File: src/rtl/mem_arb.sv
// Two-port arbiter sharing one memory port between port A (processor path) and port B (DMA).
// One transaction at a time; acks are routed combinationally, and a missing ack becomes an NXM.
module mem_arb #(
  parameter int TIMEOUT    = 64,
  parameter int A_PRIORITY = 1,
  parameter int PADDR_W    = 22,
  parameter int WORD_W     = 36
) (
  input  logic               clk,
  input  logic               reset,
  input  logic [PADDR_W-1:0] a_addr,
  input  logic [WORD_W-1:0]  a_write_data,
  input  logic               a_read,
  input  logic               a_write,
  output logic [WORD_W-1:0]  a_read_data,
  output logic               a_read_ack,
  output logic               a_write_ack,
  output logic               a_nxm,
  input  logic [PADDR_W-1:0] b_addr,
  input  logic [WORD_W-1:0]  b_write_data,
  input  logic               b_read,
  input  logic               b_write,
  output logic [WORD_W-1:0]  b_read_data,
  output logic               b_read_ack,
  output logic               b_write_ack,
  output logic               b_nxm,
  output logic [PADDR_W-1:0] mem_addr,
  output logic [WORD_W-1:0]  mem_write_data,
  output logic               mem_read,
  output logic               mem_write,
  input  logic               mem_read_ack,
  input  logic               mem_write_ack,
  input  logic               mem_nxm,
  input  logic [WORD_W-1:0]  mem_read_data,
  output logic               busy,
  output logic               last_grant
);
  typedef enum logic [1:0] {IDLE, GRANT_A, GRANT_B, RECOVER} state_t;

  localparam logic [7:0] CNT_LAST = 8'(TIMEOUT - 1);

  state_t     state_q, state_d;
  logic       last_grant_q, last_grant_d;
  logic [7:0] cnt_q, cnt_d;

  logic a_req, b_req, gnt_a, gnt_b, gnt;
  logic x_read, x_write, x_req, any_ack, tmo, drive_b;

  assign a_req   = a_read | a_write;
  assign b_req   = b_read | b_write;
  assign gnt_a   = (state_q == GRANT_A);
  assign gnt_b   = (state_q == GRANT_B);
  assign gnt     = gnt_a | gnt_b;
  assign x_read  = gnt_b ? b_read  : a_read;
  assign x_write = gnt_b ? b_write : a_write;
  assign x_req   = x_read | x_write;
  assign any_ack = mem_read_ack | mem_write_ack | mem_nxm;
  // A real ack in the final cycle beats the synthesized NXM.
  assign tmo     = gnt && (cnt_q == CNT_LAST) && !any_ack;

  assign mem_read  = gnt & x_read & ~tmo;
  assign mem_write = gnt & x_write & ~x_read & ~tmo;

  // Port A owns the bus lines whenever nothing is being strobed for B.
  assign drive_b        = gnt_b & (mem_read | mem_write);
  assign mem_addr       = drive_b ? b_addr       : a_addr;
  assign mem_write_data = drive_b ? b_write_data : a_write_data;

  assign a_read_data = mem_read_data;
  assign b_read_data = mem_read_data;
  assign a_read_ack  = gnt_a & mem_read_ack;
  assign a_write_ack = gnt_a & mem_write_ack;
  assign a_nxm       = gnt_a & (mem_nxm | tmo);
  assign b_read_ack  = gnt_b & mem_read_ack;
  assign b_write_ack = gnt_b & mem_write_ack;
  assign b_nxm       = gnt_b & (mem_nxm | tmo);

  assign busy       = gnt;
  assign last_grant = last_grant_q;

  always_comb begin
    state_d      = state_q;
    last_grant_d = last_grant_q;
    cnt_d        = cnt_q;
    unique case (state_q)
      IDLE: begin
        if (a_req && (!b_req || (A_PRIORITY != 0) || last_grant_q)) begin
          state_d      = GRANT_A;
          last_grant_d = 1'b0;
          cnt_d        = '0;
        end else if (b_req) begin
          state_d      = GRANT_B;
          last_grant_d = 1'b1;
          cnt_d        = '0;
        end
      end
      GRANT_A, GRANT_B: begin
        if (cnt_q != 8'hFF) cnt_d = cnt_q + 8'd1;
        if (any_ack || tmo || !x_req) state_d = RECOVER;
      end
      RECOVER: state_d = IDLE;
      default: state_d = IDLE;
    endcase
  end

  always_ff @(posedge clk) begin
    if (reset) begin
      state_q      <= IDLE;
      last_grant_q <= 1'b1;
      cnt_q        <= '0;
    end else begin
      state_q      <= state_d;
      last_grant_q <= last_grant_d;
      cnt_q        <= cnt_d;
    end
  end
endmodule

File: config.mk
export PLATFORM = sky130hd
export DESIGN_NAME = mem_arb
export DESIGN_NICKNAME = d
export VERILOG_FILES = /design/src/rtl/mem_arb.sv
export SDC_FILE = /design/constraint.sdc
export NUM_CORES = 1
export LEC_CHECK = 0
export CAP_MARGIN = 20
export CORE_AREA = 2 2 117 119
export CTS_BUF_LIST = sky130_fd_sc_hd__clkbuf_8
export DETAILED_ROUTE_END_ITERATION = 8
export DIE_AREA = 0 0 119 121
export GPL_TIMING_DRIVEN = 0
export HOLD_SLACK_MARGIN = 0.05
export PLACE_DENSITY = 0.59
export SYNTH_ARGS = -nofsm -noshare
export SYNTH_HDL_FRONTEND = slang
export SYNTH_SLANG_ARGS = --single-unit
File: constraint.sdc
create_clock -name clk -period 7 [get_ports clk]
set_clock_uncertainty 0.1 [all_clocks]
set_input_delay 1.4 -clock clk [delete_from_list [all_inputs] [get_ports clk]]
set_output_delay 1.4 -clock clk [all_outputs]
set_load 0.02 [all_outputs]
==> run_results.csv <==
group,metric,value,unit
critical_path,cp-start-kind,"input port",
sta,fin_ws,1570,ps
floorplanning,dieArea,14400,sq um
final_layout,diodes,0,
detailed_routing,ant_nets,0,
clock_tree,clockRootBuffer,"clkbuf_8",
critical_path,crit_type,"input port to output port",
synthesis,yosys_warnings,0,
power,internal_power,0.431,mW
global_route,grt_max_degree,11,
synthesis,ys.flop_type,"dfxtp_1",
final_layout,final_nets,675,
critical_path,worstSetupEndpointType,"output port",
sta,min_period,5430,ps
clock_tree,h-tree-depth,1,
synthesis,synth_top_area_share,25.8,%
clock_tree,cts_sinks,11,
power,ir_worst_vdd,0.179,mV
critical_path,critical_path_required,5500,ps
power,power_density,146,nW/um^2
synthesis,postSynthCellCount,240,
clock_tree,clk_latency,240,ps
sta,timing.final.crit_share,77.5,%
placement,io_buffers,264,
synthesis,synth_most_common_cell,"buf_4",
final_layout,post-route-util,38.9,%
detailed_routing,vias_per_cell,3.90,
global_route,grt_pass1_wl,16800,um
placement,place_hpwl,10600,um
synthesis,ys_seq_area_share,10.1,%
final_layout,drive_gt1_share,28.9,%
clock_tree,clk_path_buf_depth,2,
sta,relSlewSlack,53.8,%
detailed_routing,drtIter0Drc,74,
power,power,0.742,mW
floorplanning,initial_utilization,16.6,%
detailed_routing,num_vias,2671,
synthesis,yosysTopAreaCell,"buf_4",
placement,pre_cts_slack,1570,ps
floorplanning,die_w,119,um
critical_path,critPathMaxFanout,10,
clock_tree,clk_pin_slew_worst_paths,50,ps
placement,place_inst,680,
run_status,status,"finished, final reports clean",
detailed_routing,wire_per_inst,17.6,um
clock_tree,cts_resized,0,
floorplanning,pin_count,301,
clock_tree,postCtsSetupBuffers,0,
sta,fmax,184,MHz
global_route,grt_use_total,15.4,%
power,p_clk_share,8.8,%
synthesis,async_reset_ff_share,0,%
power,combPwrFrac,80.1,%
synthesis,synth_edf_count,0,
final_layout,areaGrowthSynthToFinish,133,%
sta,maxSlewViolCount,0,
global_route,antenna_found_initial,0,
detailed_routing,drt-pass1-iter-count,6,
job,maxCapViolations,0,
critical_path,arrival,3930,ps
detailed_routing,route.detailed.drc,0,
synthesis,synth_area_leaders,"buf_4 26%, mux2_2 20%, mux2_4 14%, dfxtp_1 10%, ha_1 2.9%",
final_layout,fin_cells,684,
sta,hold_violations,0,
synthesis,yosysUniqueCellTypes,45,
placement,gp_congestion,0.793,
floorplanning,dieHeight,121,um
clock_tree,cts_buffers,3,
global_route,grt_pass1_vias,2711,
hold_path,hp-class,"flip-flop to flip-flop",
floorplanning,rows,42,
clock_tree,cts_hold_buf,0,
power,p_leak,2.08,nW
sta,setup_viol,0,
synthesis,syn_avg_cell_area,9.08,sq um
synthesis,syn-num-nets,406,
power,p_sw,0.311,mW
synthesis,synth_seq_cells,11,
sta,rsz0062_at_grt,"false",
clock_tree,cts_tree,"built",
sta,tightest_slew,690,ps
global_route,overflow,0,
synthesis,yosys-top-cells-count,"75 x buf_4, 38 x mux2_2, 20 x mux2_4, 11 x dfxtp_1, 10 x nor2_1",
detailed_routing,drt_wl_total,12000,um
floorplanning,coreArea,13100,sq um
power,seqPwrFrac,11.1,%
power,swShare,42.0,%
sta,setup_tns,0,ps
synthesis,synthesis.area,2180,sq um
## per-layer routing
metal	global-route usage, %	wire length, um	vias to the layer above
li1	-	-	1319
met4	0.893	33	0
met1	19.0	4930	1191
met5	0	0	-
met2	25.9	5680	159
met3	6.81	1390	2
## worst max-delay path, stage by stage
cell and delay [ps]:
clkdlybuf4s50_1 440, nor3_1 470, a211o_2 300, buf_6 180
buf_8 170, mux2_4 310, clkdlybuf4s50_1 640
## flip-flops by register name, summed over array words and instances (netlist names)
signal	flops
cnt_q	8
last_grant	1
state_q	2
## power by group through the flow
stage | clock [mW] | sequential (mW) | combinational (mW)
4_1_cts | 0.0650 | 0.0823 | 0.603
2_1_floorplan | 0 | 0.0838 | 0.325
3_5_place_dp | 0 | 0.0840 | 0.597
5_1_grt | 0.0661 | 0.0839 | 0.636
6_report | 0.0650 | 0.0824 | 0.595
3_3_place_gp | 0 | 0.0833 | 0.596
## stage by stage
step,instance area [sq um],hold slack (ps)
6_report,5090,392
2_1_floorplan,2180,365
3_3_place_gp,5040,379
5_1_grt,5090,406
4_1_cts,5090,398
3_5_place_dp,5040,380
## path summary, 6_finish.rpt
path / startpoint / to / slack, ps / depth (start not counted)
max: mem_write_ack / mem_write_data[32] / 1570 / 7
min: state_q[0] / state_q[0] / 390 / 2
max reg2reg: cnt_q[0] / state_q[1] / 4910 / 5
min reg2reg: state_q[0] / state_q[0] / 390 / 2
## cells in the final DEF (no fill, tap or decap), types with 2 or more instances in the layout
master	instances
ha_1	5
a21oi_1	2
nand2_1	2
mux2_4	20
nand2b_1	6
o32ai_1	2
dfxtp_1	11
o21ai_0	7
or4_1	4
a31oi_1	5
mux2_2	38
buf_4	75
and3_1	2
clkbuf_8	3
nor2b_1	2
inv_1	8
mux2i_1	3
or2_2	2
and2_1	4
o22ai_1	2
clkdlybuf4s50_1	264
nor2_1	10
nand3_1	2
buf_8	2
a211oi_1	3
clkbuf_1	2
nor3_1	2
## kinds of logic after synthesis
family	share of synthesized area [%]
fa+ha+maj	2.87
flops	10.1
mux	35.3
simple gates	12.0
buf+inv	29.3
compound gates	10.4
## final cells by class
class / instances / area (sq um)
Clock inverter: 1 / 3.75
Timing Repair Buffer: 264 / 2640
Clock buffer: 3 / 41.3
Fill cell: 1294 / 8000
Inverter: 7 / 26.3
Multi-Input combinational cell: 142 / 1320
Sequential cell: 11 / 220
Buffer: 80 / 612
Tap cell: 176 / 220
No activity file was read; power rests on OpenSTA's default activity.
